## src/rtl/wb_queue.sv

```systemverilog
// wb_queue: in-order writeback buffer feeding the integer register file write
// port, with combinational bypass lookup of results not yet committed.
module wb_queue #(
  parameter int XLEN  = 32,
  parameter int DEPTH = 4
) (
  input  logic                     clk,
  input  logic                     rst,
  input  logic                     in_valid,
  output logic                     in_ready,
  input  logic [4:0]               in_rd,
  input  logic [XLEN-1:0]          in_data,
  input  logic                     wb_stall,
  output logic                     rd_w,
  output logic [4:0]               rd,
  output logic [XLEN-1:0]          rd_in,
  input  logic [4:0]               q_rs1,
  output logic                     q_rs1_hit,
  output logic [XLEN-1:0]          q_rs1_data,
  input  logic [4:0]               q_rs2,
  output logic                     q_rs2_hit,
  output logic [XLEN-1:0]          q_rs2_data,
  output logic [$clog2(DEPTH):0]   level
);

  localparam int PW = $clog2(DEPTH);
  localparam int LW = PW + 1;

  logic [4:0]      rd_mem_q   [DEPTH];
  logic [XLEN-1:0] data_mem_q [DEPTH];

  logic [PW-1:0] head_q, head_d;
  logic [PW-1:0] tail_q, tail_d;
  logic [LW-1:0] level_q, level_d;

  logic full, empty, push, pop;

  // Handshake, drain and head presentation
  always_comb begin
    full     = (level_q == LW'(DEPTH));
    empty    = (level_q == '0);
    in_ready = !full;
    // x0 results complete the handshake but are never stored
    push     = in_valid && in_ready && (in_rd != '0);
    pop      = !empty && !wb_stall;
    rd_w     = pop;
    rd       = empty ? '0 : rd_mem_q[head_q];
    rd_in    = empty ? '0 : data_mem_q[head_q];
    level    = level_q;
  end

  // Next-state for pointers and occupancy
  always_comb begin
    head_d  = pop  ? head_q + PW'(1) : head_q;
    tail_d  = push ? tail_q + PW'(1) : tail_q;
    level_d = level_q;
    case ({push, pop})
      2'b10:   level_d = level_q + LW'(1);
      2'b01:   level_d = level_q - LW'(1);
      default: level_d = level_q;
    endcase
  end

  // Pointer and occupancy registers; reset discards pending entries
  always_ff @(posedge clk or posedge rst) begin
    if (rst) begin
      head_q  <= '0;
      tail_q  <= '0;
      level_q <= '0;
    end else begin
      head_q  <= head_d;
      tail_q  <= tail_d;
      level_q <= level_d;
    end
  end

  // Entry storage; contents are only observed while counted in level
  always_ff @(posedge clk) begin
    if (push) begin
      rd_mem_q[tail_q]   <= in_rd;
      data_mem_q[tail_q] <= in_data;
    end
  end

  // Bypass lookup: scanning oldest to newest and letting later matches
  // overwrite earlier ones yields the newest-first priority
  always_comb begin
    logic [PW-1:0] idx;
    idx        = '0;
    q_rs1_hit  = 1'b0;
    q_rs1_data = '0;
    q_rs2_hit  = 1'b0;
    q_rs2_data = '0;
    for (int unsigned i = 0; i < DEPTH; i++) begin
      idx = head_q + PW'(i);
      if (LW'(i) < level_q) begin
        if ((q_rs1 != '0) && (rd_mem_q[idx] == q_rs1)) begin
          q_rs1_hit  = 1'b1;
          q_rs1_data = data_mem_q[idx];
        end
        if ((q_rs2 != '0) && (rd_mem_q[idx] == q_rs2)) begin
          q_rs2_hit  = 1'b1;
          q_rs2_data = data_mem_q[idx];
        end
      end
    end
  end

endmodule
```

## config.mk

```make
export PLATFORM = sky130hd
export DESIGN_NAME = wb_queue
export DESIGN_NICKNAME = d
export VERILOG_FILES = /design/src/rtl/wb_queue.sv
export SDC_FILE = /design/constraint.sdc
export NUM_CORES = 1
export LEC_CHECK = 0
export BUFFER_PORTS_ARGS = -buffer_cell sky130_fd_sc_hd__buf_2
export CAP_MARGIN = 20
export CELL_PAD_IN_SITES_DETAIL_PLACEMENT = 0
export CELL_PAD_IN_SITES_GLOBAL_PLACEMENT = 1
export CORE_UTILIZATION = 40
export DETAILED_ROUTE_END_ITERATION = 8
export PLACE_DENSITY_LB_ADDON = 0.1
export REMOVE_ABC_BUFFERS = 1
export SETUP_SLACK_MARGIN = 0.1
export SYNTH_ARGS = -nofsm -noshare
export SYNTH_HDL_FRONTEND = slang
export SYNTH_SLANG_ARGS = --single-unit
```

## constraint.sdc

```tcl
create_clock -name clk -period 7.3 [get_ports clk]
set_clock_uncertainty 0.2 [all_clocks]
set_input_delay 0.73 -clock clk [delete_from_list [all_inputs] [get_ports clk]]
set_output_delay 0.73 -clock clk [all_outputs]
set_load 0.05 [all_outputs]
```

== After elaboration in Yosys (flattened, before gate mapping) ==
Memories as Yosys holds them, arrays and structs flattened.
Cells that the tools add are included.

* $add $sub $neg: 6
* Magnitude comparators: 4
* Equal/unequal tests: 11
* Reduce and logical (&&, ||, !) cells: 19
* Mux-type cells: 37

{| class="wikitable"
|+ Operators with widths
! cell !! count
|-
| $mux 32 || 17
|-
| $eq 5x5->1 || 8
|-
| $mux 1 || 18
|-
| $reduce_bool 5->1 || 3
|-
| $logic_and 1x1->1 || 11
|-
| $lt 1x3->1 const A || 2
|-
| $lt 2x3->1 const A || 2
|-
| $pmux 3 s2 || 1
|-
| $mux 5 || 1
|-
| $add 2x1->2 const B || 2
|-
| $add 2x2->2 const B || 2
|-
| $add 3x1->3 const B || 1
|-
| $eq 3x3->1 const B || 1
|-
| $logic_not 1->1 || 3
|-
| $logic_not 3->1 || 1
|-
| $sub 3x1->3 const B || 1
|-
| $eq 2x1->1 const B || 1
|-
| $eq 2x2->1 const B || 1
|-
| $reduce_bool 2->1 || 1
|}

* Input bits: 51
* RAM bits: 148
* Memories: 2
* Register bits after elaboration: 7
* Output and inout bits: 108

{| class="wikitable"
|+ Memories
! name !! words !! width !! rd ports !! clocked after Yosys merged registers in !! wr ports !! RTL line !! source
|-
| data_mem_q || 4 || 32 || 4 || 0 || 1 || 30 || <nowiki>logic [XLEN-1:0] data_mem_q [DEPTH];</nowiki>
|-
| rd_mem_q || 4 || 5 || 4 || 0 || 1 || 29 || <nowiki>logic [4:0] rd_mem_q [DEPTH];</nowiki>
|}

== Depth between registers and ports, before layout ==
Gate-level depths: netlist (run 1).
An unclocked memory read counts as a cell.

* Depth in word-level cells: 11
* Depth in mapped cells: 11

== Least setup slack after synthesis (run 1) ==
Ideal clock, no wire load.

* Kind: input -> output
* Start: input q_rs2[2]
* End: output q_rs2_data[31]
* Data required time: 6.370 ns
* Arrival time: 3.590 ns
* Stages: 9
* Setup slack: 2.780 ns
* Path buffers: 3
* Path through: clkbuf_1 -> or4_1 -> o22ai_1 -> nor3_1 -> and3_1 -> clkbuf_1 -> buf_2 -> o21a_1 -> a211oi_1

* Longest elaborated chain between the ends: 10
* Elaborated cells on any way between the ends: 17

{| class="wikitable"
|+ RTL lines
! what !! RTL line !! source
|-
| from (decl) || 20 || <nowiki>input logic [4:0] q_rs2,</nowiki>
|-
| $eq 5x5->1 or $reduce_bool 5->1 (tied branches) || 101 || <nowiki>if ((q_rs2 != '0) && (rd_mem_q[idx] == q_rs2)) begin</nowiki>
|-
| $logic_and 1x1->1 || 101 ||
|-
| $mux 32 || 101 ||
|-
| $mux 32 || 96 || <nowiki>if (LW'(i) < level_q) begin</nowiki>
|-
| $mux 32 || 101 ||
|-
| $mux 32 || 96 ||
|-
| $mux 32 || 101 ||
|-
| $mux 32 || 96 ||
|-
| $mux 32 || 101 ||
|-
| $mux 32 (*) || 96 ||
|-
| to (decl) || 22 || <nowiki>output logic [XLEN-1:0] q_rs2_data,</nowiki>
|}

Every way passes the cells marked *; elsewhere a longest branch is shown, timed or not.

== Final worst setup path (run 1) ==
* Start: register head_q[1]
* End: output q_rs2_data[31]

* Longest elaborated chain between the ends: 11
* Elaborated cells on any way between the ends: 21

{| class="wikitable"
|+ RTL lines
! what !! RTL line !! source
|-
| from (decl) || 32 || <nowiki>logic [PW-1:0] head_q, head_d;</nowiki>
|-
| from (signal assigned) || 67 || <nowiki>head_q <= '0;</nowiki>
|-
| from (signal assigned) || 71 || <nowiki>head_q <= head_d;</nowiki>
|-
| parallel branches: the longest is 10 deep, another holds $mem_v2 4x5 || - ||
|-
| $mux 32 (*) || 96 ||
|}

Mark *: on every way between the ends.

==> results of run 1 <==
==> final cells by class <==
cell class,instances,area (µm²)
inverter,9,36.3
clock buffer,18,429
sequential,155,4630
clock inverter,14,136
fill,2664,15000
timing repair buffer,184,986
multi-input combinational,851,6490
antenna,2,5.00
tap,378,473
==> cells in the mapped netlist, types with 2 or more instances <==
master	n	area [µm²]
nor3_1	70	350
ha_1	9	113
or2_1	2	12.5
edfxtp_1	148	4440
nor4_1	31	194
buf_1	10	37.5
mux4_1	4	105
nand3_1	33	165
o311ai_1	30	263
nand4_1	7	43.8
mux4_2	16	360
nor2_1	74	278
a22o_1	32	280
nor4b_4	2	47.6
o211ai_1	2	15.0
a211oi_2	29	363
buf_2	31	155
inv_1	9	33.8
nor3b_1	2	15.0
o21ai_0	64	320
nand2_1	70	263
dfrtp_1	7	175
mux2_2	64	721
xor2_1	10	87.6
and2_1	5	31.3
and3_1	32	200
buf_6	4	45.0
nor4_2	2	25.0
a211oi_1	3	22.5
xnor2_1	33	289
a31oi_1	2	12.5
a21oi_1	68	340
nor2b_1	10	62.6
mux2i_1	131	1310
clkbuf_1	71	267
==> registers in the layout (all words and copies together) (netlist names) <==
register    cells
rd_mem_q       20
data_mem_q    128
tail_q          2
head_q          2
level           3
==> cell usage in the layout, fill, tap and decap left out, types with 2 or more instances in the layout <==
cell        netlist  routed
a211oi_1          3       3
a211oi_2         29      29
a21oi_1          68      68
a22o_1           32      32
and2_2            0       4
and3_1           32      31
buf_2            31     158
buf_4             1      26
clkbuf_16         0      17
clkinv_2          0       2
clkinv_4          0       3
clkinvlp_4        0       2
dfrtp_1           7       5
dfrtp_4           0       2
diode_2           0       2
edfxtp_1        148     148
ha_1              9       9
inv_1             9       8
inv_6             0       5
mux2_2           64      64
mux2i_1         131     131
mux4_1            4       4
mux4_2           16      16
nand2_1          70      70
nand3_1          33      33
nand4_1           7       7
nor2_1           74      72
nor2_4            0       3
nor2b_1          10       9
nor3_1           70      70
nor3b_1           2       2
nor4_1           31      31
nor4b_4           2       3
o211ai_1          2       2
o21ai_0          64      64
o311ai_1         30      30
or2_2             0       2
xnor2_1          33      33
xor2_1           10      10
==> worst paths after layout <==
check / depth (start not counted) / to / slack, ns / start
setup / recovery: 9 / q_rs2_data[31] / 1.91 / head_q[1]
hold / removal: 2 / tail_q[0] / 0.03 / rst
setup reg to reg: 9 / level[2] / 4.33 / level[1]
hold reg to reg: 2 / tail_q[1] / 0.43 / tail_q[1]
max in group asynchronous: 2 / head_q[1] / 6.61 / rst
min in group clk: 1 / data_mem_q[2][11] / 0.31 / in_data[11]
==> routing by layer <==
metal / vias up / part of all wire
li1: 4512 / -
met1: 4736 / 0.44
met2: 450 / 0.47
met3: 69 / 0.074
met4: 0 / 0.019
met5: - / 0
==> stage by stage <==
stage / instance area [µm²] / hold slack, ns / TNS, ns
6_report: 13200 / 0.0270 / 0
5_1_grt: 13200 / 0.0465 / 0
4_1_cts: 13200 / 0.0207 / 0
3_5_place_dp: 12600 / 0.421 / 0
3_3_place_gp: 12600 / 0.419 / 0
2_1_floorplan: 11100 / 0.333 / -104.79
==> worst reg2reg max path: cells and delay by family (launching register included) <==
kind                       cells  cell delay (ns)
and+or+nand+nor                3             0.86
buffers and inverters          2             0.58
adders and majority gates      2             0.44
DFF                            1             0.46
xor gates and xnor gates       1             0.14
muxes                          1             0.16
==> kinds of logic (layout without fill, tap and decap cells) <==
family / Yosys count / in the layout
adders and majority gates: 9 / 9
DFF: 155 / 155
muxes: 215 / 215
buffers and inverters: 128 / 225
other: 0 / 2
xor gates and xnor gates: 43 / 43
AOI/OAI and AO/OA: 237 / 237
and+or+nand+nor: 347 / 347
==> metrics.yaml, run 1 <==
global_routing:
  use_met1: 0.345
  grt_pass1_vias: 9218
  grt_use_met3: 0.0465
  grt_first_pass_wirelength_mm: 55.5
  gr-max-usage-layer: "met2"
  gr-total-overflow: 0
  grt_max_degree: 69
  track_usage: 0.256
  grtUsageMet2: 0.410
  antenna_found_initial: 2
sta:
  final_hold_viol_count: 0
  setup_viol: 0
  fin_crit_sh: 0.739
  tightest_slew_ns: 1.03
  rsz0062_at_grt: "no"
  max_freq_mhz: 185
  relSlewSlack: 0.310
  drv_slew: 0
  post-route-min-period_ns: 5.39
  setup_slack_ns: 1.91
critical_path:
  worst-path-buf-inv: 3
  crit_type: "flip-flop to primary output"
  critical_path.most_common_cell: "buf_4"
  slowest_delay_ns: 0.85
  worstPathCellList: "buf_4 -> buf_4 -> and2_1 -> nor3_1 -> a21oi_1 -> nand3_1 -> o21a_1 -> a211oi_1 -> buf_2"
  critPathSlowestCell: "dfrtp_4"
  cp-end-kind: "primary output"
  arrival_ns: 4.46
  cp_max_fo: 57
  required_ns: 6.37
  crit_family: "buffers and inverters"
  start_kind: "flip-flop"
synth:
  synth-simple-area-share: 0.151
  synthAdderAreaFrac: 0.00971
  synth-compound-area-share: 0.145
  syn-cell-area_um2: 11600
  synthCells: 1134
  synth_mux_area_frac: 0.215
  synth_top_family_by_area: "multiplexers"
  ys_ff_latch: 155
  synth_warnings: 0
  synthArstFlopShare: 0.0452
  ys_types: 52
  synth_flop_cell: "edfxtp_1"
  seq_area_frac_synth: 0.398
  syn_area_per_cell_um2: 10.2
  synth_xor_area_frac: 0.0325
  synth_edf_count: 148
clock_tree:
  cts.sinks: 155
  clockBufferDepth: 2
  numCtsBuffers: 17
  hold_buffers: 0
  cts_repair_resize_count: 0
  cts_htree_levels: 4
  cts-root-buf: "clkbuf_16"
  cts_tree: "yes"
  path_clk_slew_ns: 0.07
  cts_setup_buffers: 0
  clk_latency_ns: 0.43
route:
  wl_mm: 37.8
  ant_nets: 0
  drt_first_pass_iters: 6
  vias: 9767
  routedWlPerCell_um: 23.5
  vias_per_cell: 6.06
  drt-initial-drc-count: 873
  drc: 0
run:
  max_cap_violations: 0
die:
  dieArea_um2: 29700
  die_y_um: 172
  start_util: 0.412
  coreArea_um2: 28200
  die_w_um: 172
  fp-row-count: 61
  ios: 159
placement:
  placed_cells: 1577
  dpl_worst_slack_ns: 2.39
  routabilityCongestion: 0.782
  dp_hpwl_mm: 22.2
  io_buffers: 158
finish:
  drive_above_1_share: 0.282
  syn_to_final_growth_pct: 13.7
  fin_cells: 1611
  layout.nets: 1278
  fin_util: 0.468
run_status:
  status: "complete, no violations"
worst_hold_path:
  min_path_type: "primary input to asynchronous set/reset pin"
Power of run 1 is left out: the tool's default activity adds up to more than one toggle a clock period on the data nets, which glitch-free logic cannot reach.
==> run 2: changes to the inputs <==
- ABC_AREA: not set -> 1
- clock period: 7.3 -> 5.3 ns (I/O delays scaled with it)
==> metrics.yaml, run 2 <==
finish:
  fin_util: 0.461  # was 0.468
  layout_commonest_cell: "nand2_1"  # was buf_2
  layout.nets: 2018  # was 1278
  syn_to_final_growth_pct: 12.5  # was 13.7%
  drive_above_1_share: 0.124  # was 0.282
  final_cell_mix: "nand2_1, nor2_1, o21ai_0, inv_1, buf_2"  # was buf_2, edfxtp_1, mux2i_1, nor2_1
  largest_reg_flops: 128  # unchanged
  regMostFlops: "data_mem_q"  # unchanged
critical_path:
  critPathSlowestCell: "dfrtp_4"  # unchanged
  crit_type: "flip-flop to primary output"  # unchanged
  cp_max_fo: 36  # was 57
  cp-end-kind: "primary output"  # unchanged
  worstPathCellList: "inv_4 -> nand2_1 -> nand2_2 -> o21ai_0 -> nand3_1 -> nand2_1 -> nor2_4 -> nand3_2 -> buf_4 -> nand2_1 -> nand3_1 -> nand2_1 -> nand2_1 -> buf_2"  # was buf_4 -> buf_4 -> and2_1 -> nor3_1 -> a21oi_1 -> nand3_1 -> o21a_1 -> a211oi_1 -> buf_2
  worstReg2RegStart: "level[0]"  # was level[1]
  critical_path.most_common_cell: "nand2_1"  # was buf_4
  slowest_delay_ns: 0.64  # was 0.85 ns
  arrival_ns: 3.99  # was 4.46 ns
  r2r_slack_ns: 2.05  # was 4.33 ns
  ff2ff_path_depth: 10  # was 9
  required_ns: 4.57  # was 6.37 ns
  r2r_end: "level[2]"  # unchanged
  start_kind: "flip-flop"  # unchanged
synth:
  yosysMostFrequentCell: "nand2_1"  # was edfxtp_1
  synthTopCellsByCount: "nand2_1, nor2_1, o21ai_0"  # was edfxtp_1, mux2i_1, nor2_1
  yosys.area.top_type_share: 0.364  # was 0.383
  synth_warnings: 0  # unchanged
  synth_mux_area_frac: 0  # was 0.215
  syn_area_per_cell_um2: 6.49  # was 10.2 µm²
  synth_xor_area_frac: 0.00789  # was 0.0325
  synthAdderAreaFrac: 0.00923  # was 0.00971
  seq_area_frac_synth: 0.378  # was 0.398
  ys_types: 29  # was 52
  syn-cell-area_um2: 12200  # was 11600 µm²
  synthTopCellsByArea: "edfxtp_1, nand2_1, o21ai_0"  # was edfxtp_1, mux2i_1, mux2_2
  synth_edf_count: 148  # unchanged
  synthArstFlopShare: 0.0452  # unchanged
  synth_largest_area_cell: "edfxtp_1"  # unchanged
  synth_flop_cell: "edfxtp_1"  # unchanged
  synth_top_family_by_area: "simple AND/OR/NAND/NOR gates"  # was multiplexers
  synth-compound-area-share: 0.118  # was 0.145
  ys_ff_latch: 155  # unchanged
  synth-simple-area-share: 0.378  # was 0.151
  synthCells: 1881  # was 1134
global_routing:
  grt_pass1_vias: 10925  # was 9218
  gr-max-usage-layer: "met2"  # unchanged
  grtUsageMet2: 0.432  # was 0.410
  track_usage: 0.255  # was 0.256
  gr-total-overflow: 0  # unchanged
  use_met1: 0.340  # was 0.345
  antenna_found_initial: 2  # unchanged
  grt_max_degree: 89  # was 69
  grt_first_pass_wirelength_mm: 60.6  # was 55.5 mm
  grt_use_met3: 0.0335  # was 0.0465
sta:
  setup_slack_ns: 0.582  # was 1.91 ns
  fin_crit_sh: 0.890
  drv_slew: 0  # unchanged
  max_freq_mhz: 212
  rsz0062_at_grt: "no"  # unchanged
  whs_ns: 0.108  # was 0.0270 ns
  setup_viol: 0  # unchanged
  post-route-min-period_ns: 4.72
  relSlewSlack: 0.393  # was 0.310
  final_hold_viol_count: 0  # unchanged
  tightest_slew_ns: 0.910  # was 1.03 ns
route:
  drt_first_pass_iters: 5  # was 6
  drc: 0  # unchanged
  ant_nets: 0  # unchanged
  routedWlPerCell_um: 16.6  # was 23.5 µm
  drt-initial-drc-count: 823  # was 873
  vias: 12189  # was 9767
  vias_per_cell: 5.16  # was 6.06
  wl_mm: 39.2  # was 37.8 mm
worst_hold_path:
  min-delay-start: "in_data[27]"
  min_path_type: "primary input to flip-flop"  # was primary input to asynchronous set/reset pin
  whs_endpoint: "data_mem_q[0][27]"
  hold_depth: 1
clock_tree:
  path_clk_slew_ns: 0.07  # about the same
  cts.sinks: 155  # unchanged
  cts_setup_buffers: 0  # unchanged
  cts_tree: "yes"  # unchanged
  cts-root-buf: "clkbuf_16"  # unchanged
  cts_repair_resize_count: 0  # unchanged
  cts_htree_levels: 4  # unchanged
  numCtsBuffers: 17  # unchanged
  hold_buffers: 1  # was 0
  clk_latency_ns: 0.43  # about the same
  clockBufferDepth: 2  # unchanged
die:
  coreArea_um2: 29800  # was 28200 µm²
  fp-row-count: 63  # was 61
  die_w_um: 177  # was 172 µm
  dieArea_um2: 31200  # was 29700 µm²
  ios: 159  # unchanged
  die_y_um: 177  # was 172 µm
  start_util: 0.410  # was 0.412
placement:
  dpl_worst_slack_ns: 1.08  # was 2.39 ns
  routabilityCongestion: 0.861  # was 0.782
  dp_hpwl_mm: 25.5  # was 22.2 mm
  io_buffers: 158  # unchanged
run_status:
  status: "complete, no violations"  # unchanged
run:
  max_cap_violations: 0  # unchanged
-- run 2: cell count changes after synthesis, sizes merged, moves of 33 or more --
cell	delta
nand2	+583
o21ai	+215
nor2	+203
inv	+161
mux2i	-131
nand3	+90
nor3	-70
a21oi	-64
mux2	-64
nand4	+59
buf	+44
clkbuf	-34
nor4	-33
-- run 2: final cells by class --
| cell class | count | area, µm² |
|---|---|---|
| Antenna cell | 1 | 2.50 |
| Clock buffer | 17 | 425 |
| Sequential cell | 155 | 4630 |
| Fill cell | 3044 | 16100 |
| Tap cell | 390 | 488 |
| Inverter | 170 | 643 |
| Multi-Input combinational cell | 1427 | 6340 |
| Timing Repair Buffer | 187 | 1020 |
| Clock inverter | 15 | 173 |
-- run 2: metrics by stage --
stage	setup TNS, ns	cell area (µm²)	std cells
final	0	13700	2362
after floorplan	-237.16	11500	1752
after CTS	0	13700	2360
after detailed placement	0	13100	2327
after global routing	0	13700	2361
after global placement	0	13100	2327
-- run 2: kinds of logic (layout without fill, tap and decap cells) --
family,count (synthesis),in the layout
simple gates,1123,1123
buf+inv,299,389
compound gates,284,284
flops,155,155
xor+xnor,11,11
fa+ha+maj,9,9
other cells,0,1
-- run 2: worst max path at each step --
stage | end | start
final | q_rs2_data[31] | head_q[0]
after floorplan | q_rs1_hit | head_q[0]
after global routing | q_rs2_data[9] | head_q[0]
after global placement | q_rs1_data[9] | head_q[0]
after CTS | q_rs2_data[31] | head_q[0]
after detailed placement | q_rs2_data[31] | head_q[0]
-- run 2: critical path, delay by kind of cell (launching register included) --
family                 cells  cell delay, ns
DFF                        1            0.64
and+or+nand+nor           10            1.76
AOI/OAI and AO/OA          1            0.25
buffers and inverters      3            0.87
-- run 2: per-layer routing --
metal	wire length (µm)	share of wire
met4	480	0.012
met5	13	0.00033
met2	18500	0.47
met1	18100	0.46
met3	2100	0.054
Power of run 2 is left out for the same reason.
==> run 3: changes to the inputs <==
- CORE_UTILIZATION: 40 -> 42
- clock period: 5.3 -> 4.4 ns (I/O delays scaled with it)
==> metrics.yaml, run 3 (synthesized netlist as in run 2, its figures left out) <==
critical_path:
  start_kind: "flip-flop"  # unchanged
  r2r_slack_ns: 1.44  # was 2.05 ns
  ff2ff_path_depth: 7  # was 10
  worstReg2RegStart: "level[0]"  # unchanged
  arrival_ns: 3.42  # was 3.99 ns
  cp-end-kind: "primary output"  # unchanged
  crit_type: "flip-flop to primary output"  # unchanged
  cp_max_fo: 41  # was 36
  r2r_end: "rd_mem_q[1][2]"  # was level[2]
  critPathLaunch: "head_q[0]"  # unchanged
  required_ns: 3.76  # was 4.57 ns
clock_tree:
  cts_htree_levels: 4  # unchanged
  cts-root-buf: "clkbuf_16"  # unchanged
  clockBufferDepth: 2  # unchanged
  numCtsBuffers: 17  # unchanged
  cts.sinks: 155  # unchanged
  path_clk_slew_ns: 0.08  # was 0.07 ns
  clk_latency_ns: 0.44  # was 0.43 ns
  cts_tree: "yes"  # unchanged
run_status:
  status: "complete, no violations"  # unchanged
sta:
  drv_slew: 0  # unchanged
  tightest_slew_ns: 1.10  # was 0.910 ns
  max_freq_mhz: 246
  whs_ns: 0.0135  # was 0.108 ns
  finalSetupTns_ns: 0  # unchanged
  post-route-min-period_ns: 4.06
  setup_viol: 0  # unchanged
  rsz0062_at_grt: "no"  # unchanged
  final_hold_viol_count: 0  # unchanged
  relSlewSlack: 0.267  # was 0.393
  fin_crit_sh: 0.922
global_routing:
  track_usage: 0.272  # was 0.255
  grt_pass1_vias: 10845  # was 10.9k
  grt_max_degree: 90  # was 89
  antenna_found_initial: 3  # was 2
  gr-total-overflow: 0  # unchanged
  grt_first_pass_wirelength_mm: 60.5  # was 60.6 mm
die:
  start_util: 0.426  # was 0.410
  die_y_um: 172  # was 177 µm
  fp-row-count: 62  # was 63
  ios: 159  # unchanged
  coreArea_um2: 28600  # was 29800 µm²
  die_w_um: 172  # was 177 µm
  dieArea_um2: 29700  # was 31200 µm²
worst_hold_path:
  hold_depth: 1  # unchanged
  min_path_type: "primary input to flip-flop"  # unchanged
  whs_endpoint: "data_mem_q[1][15]"  # was data_mem_q[0][27]
  min-delay-start: "in_data[15]"  # was in_data[27]
finish:
  drive_above_1_share: 0.129  # was 0.124
  nFillCells: 2914  # was 3044
  layout.nets: 2027  # was 2018
  layout_commonest_cell: "nand2_1"  # unchanged
  syn_to_final_growth_pct: 13.9  # was 12.5%
  largest_reg_flops: 128  # unchanged
  final_cell_mix: "nand2_1, nor2_1, o21ai_0, inv_1, buf_2"  # unchanged
  fin_cells: 2365  # was 2362
  regMostFlops: "data_mem_q"  # unchanged
  fin_util: 0.486  # was 0.461
placement:
  io_buffers: 158  # unchanged
  routabilityCongestion: 0.904  # was 0.861
  placed_cells: 2326  # was 2327
  dp_hpwl_mm: 25.9  # was 25.5 mm
route:
  routedWlPerCell_um: 16.8  # was 16.6 µm
  vias: 12263  # was 12.2k
  drt_first_pass_iters: 5  # unchanged
  drt-initial-drc-count: 1056  # was 823
  drc: 0  # unchanged
  wl_mm: 39.8  # was 39.2 mm
  vias_per_cell: 5.19  # was 5.16
  ant_nets: 0  # unchanged
run:
  max_cap_violations: 0  # unchanged
## run 3: cell types whose count changed in the layout (fill, tap and decap cells not counted), moves of 2 or more
cell	before	now
inv_8	0	2
buf_12	1	7
inv_6	2	4
buf_6	0	7
nand3_2	4	2
clkinv_1	5	2
buf_4	27	22
nand3_4	2	4
## run 3: cell type report
type | count | area [µm²] | area share
Sequential cell | 155 | 4630 | 0.333
Clock buffer | 17 | 425 | 0.0306
Clock inverter | 15 | 164 | 0.0118
Inverter | 170 | 643 | 0.0462
Antenna cell | 1 | 2.50 | 0.000180
Multi-Input combinational cell | 1427 | 6370 | 0.458
Timing Repair Buffer | 196 | 1190 | 0.0859
Tap cell | 384 | 480 | 0.0346
## run 3: per-stage QoR
step | instance area [µm²] | worst slack, ns
after floorplan | 11500 | -3.82
after global placement | 13200 | 0.530
after detailed placement | 13200 | 0.524
after CTS | 13800 | 0.200
after global routing | 13900 | 0.0985
final | 13900 | 0.342
## run 3: worst max-delay path by stage
stage / endpoint / slack [ns] / depth (start not counted)
finish: q_rs2_data[17] / 0.34 / 14
global route: q_rs1_data[8] / 0.1 / 14
CTS: q_rs1_hit / 0.20 / 13
detailed placement: q_rs1_data[0] / 0.52 / 12
global placement: q_rs1_data[0] / 0.53 / 12
floorplan: q_rs1_hit / -3.82 / 11
## run 3: metal layers
metal | wire length (µm) | share of wire | GRT usage | vias up
met5 | 21 | 0.00053 | 0 | -
met4 | 903 | 0.023 | 0.0920 | 4
met3 | 2340 | 0.059 | 0.0401 | 73
met2 | 18300 | 0.46 | 0.451 | 397
met1 | 18200 | 0.46 | 0.362 | 5536
li1 | - | - | - | 6253
## run 3: worst max-delay path, cell delays in order, from the launching register on
cell and delay [ns]:
dfrtp_4 0.63, inv_4 0.23, nand2_1 0.10, nand2_2 0.21, buf_4 0.29, nand2_1 0.09
o21ai_2 0.09, xor2_1 0.09, nor2_1 0.08, nand2_1 0.08, nor2_4 0.09, buf_4 0.45
nand2_1 0.09, nand2_1 0.15, buf_2 0.29
## run 3: what timing repair did
| action | 4_1_cts | 5_1_grt |
|---|---|---|
| gates cloned | 0 | 0 |
| hold buffers | 2 | 0 |
| gates resized for setup | 1 | 9 |
| endpoints found under the setup margin | 2 | 66 |
| hold endpoints to repair | 11 | 0 |
| pin swaps | 0 | 1 |
| setup buffers | 0 | 4 |
Power of run 3 is left out for the same reason.
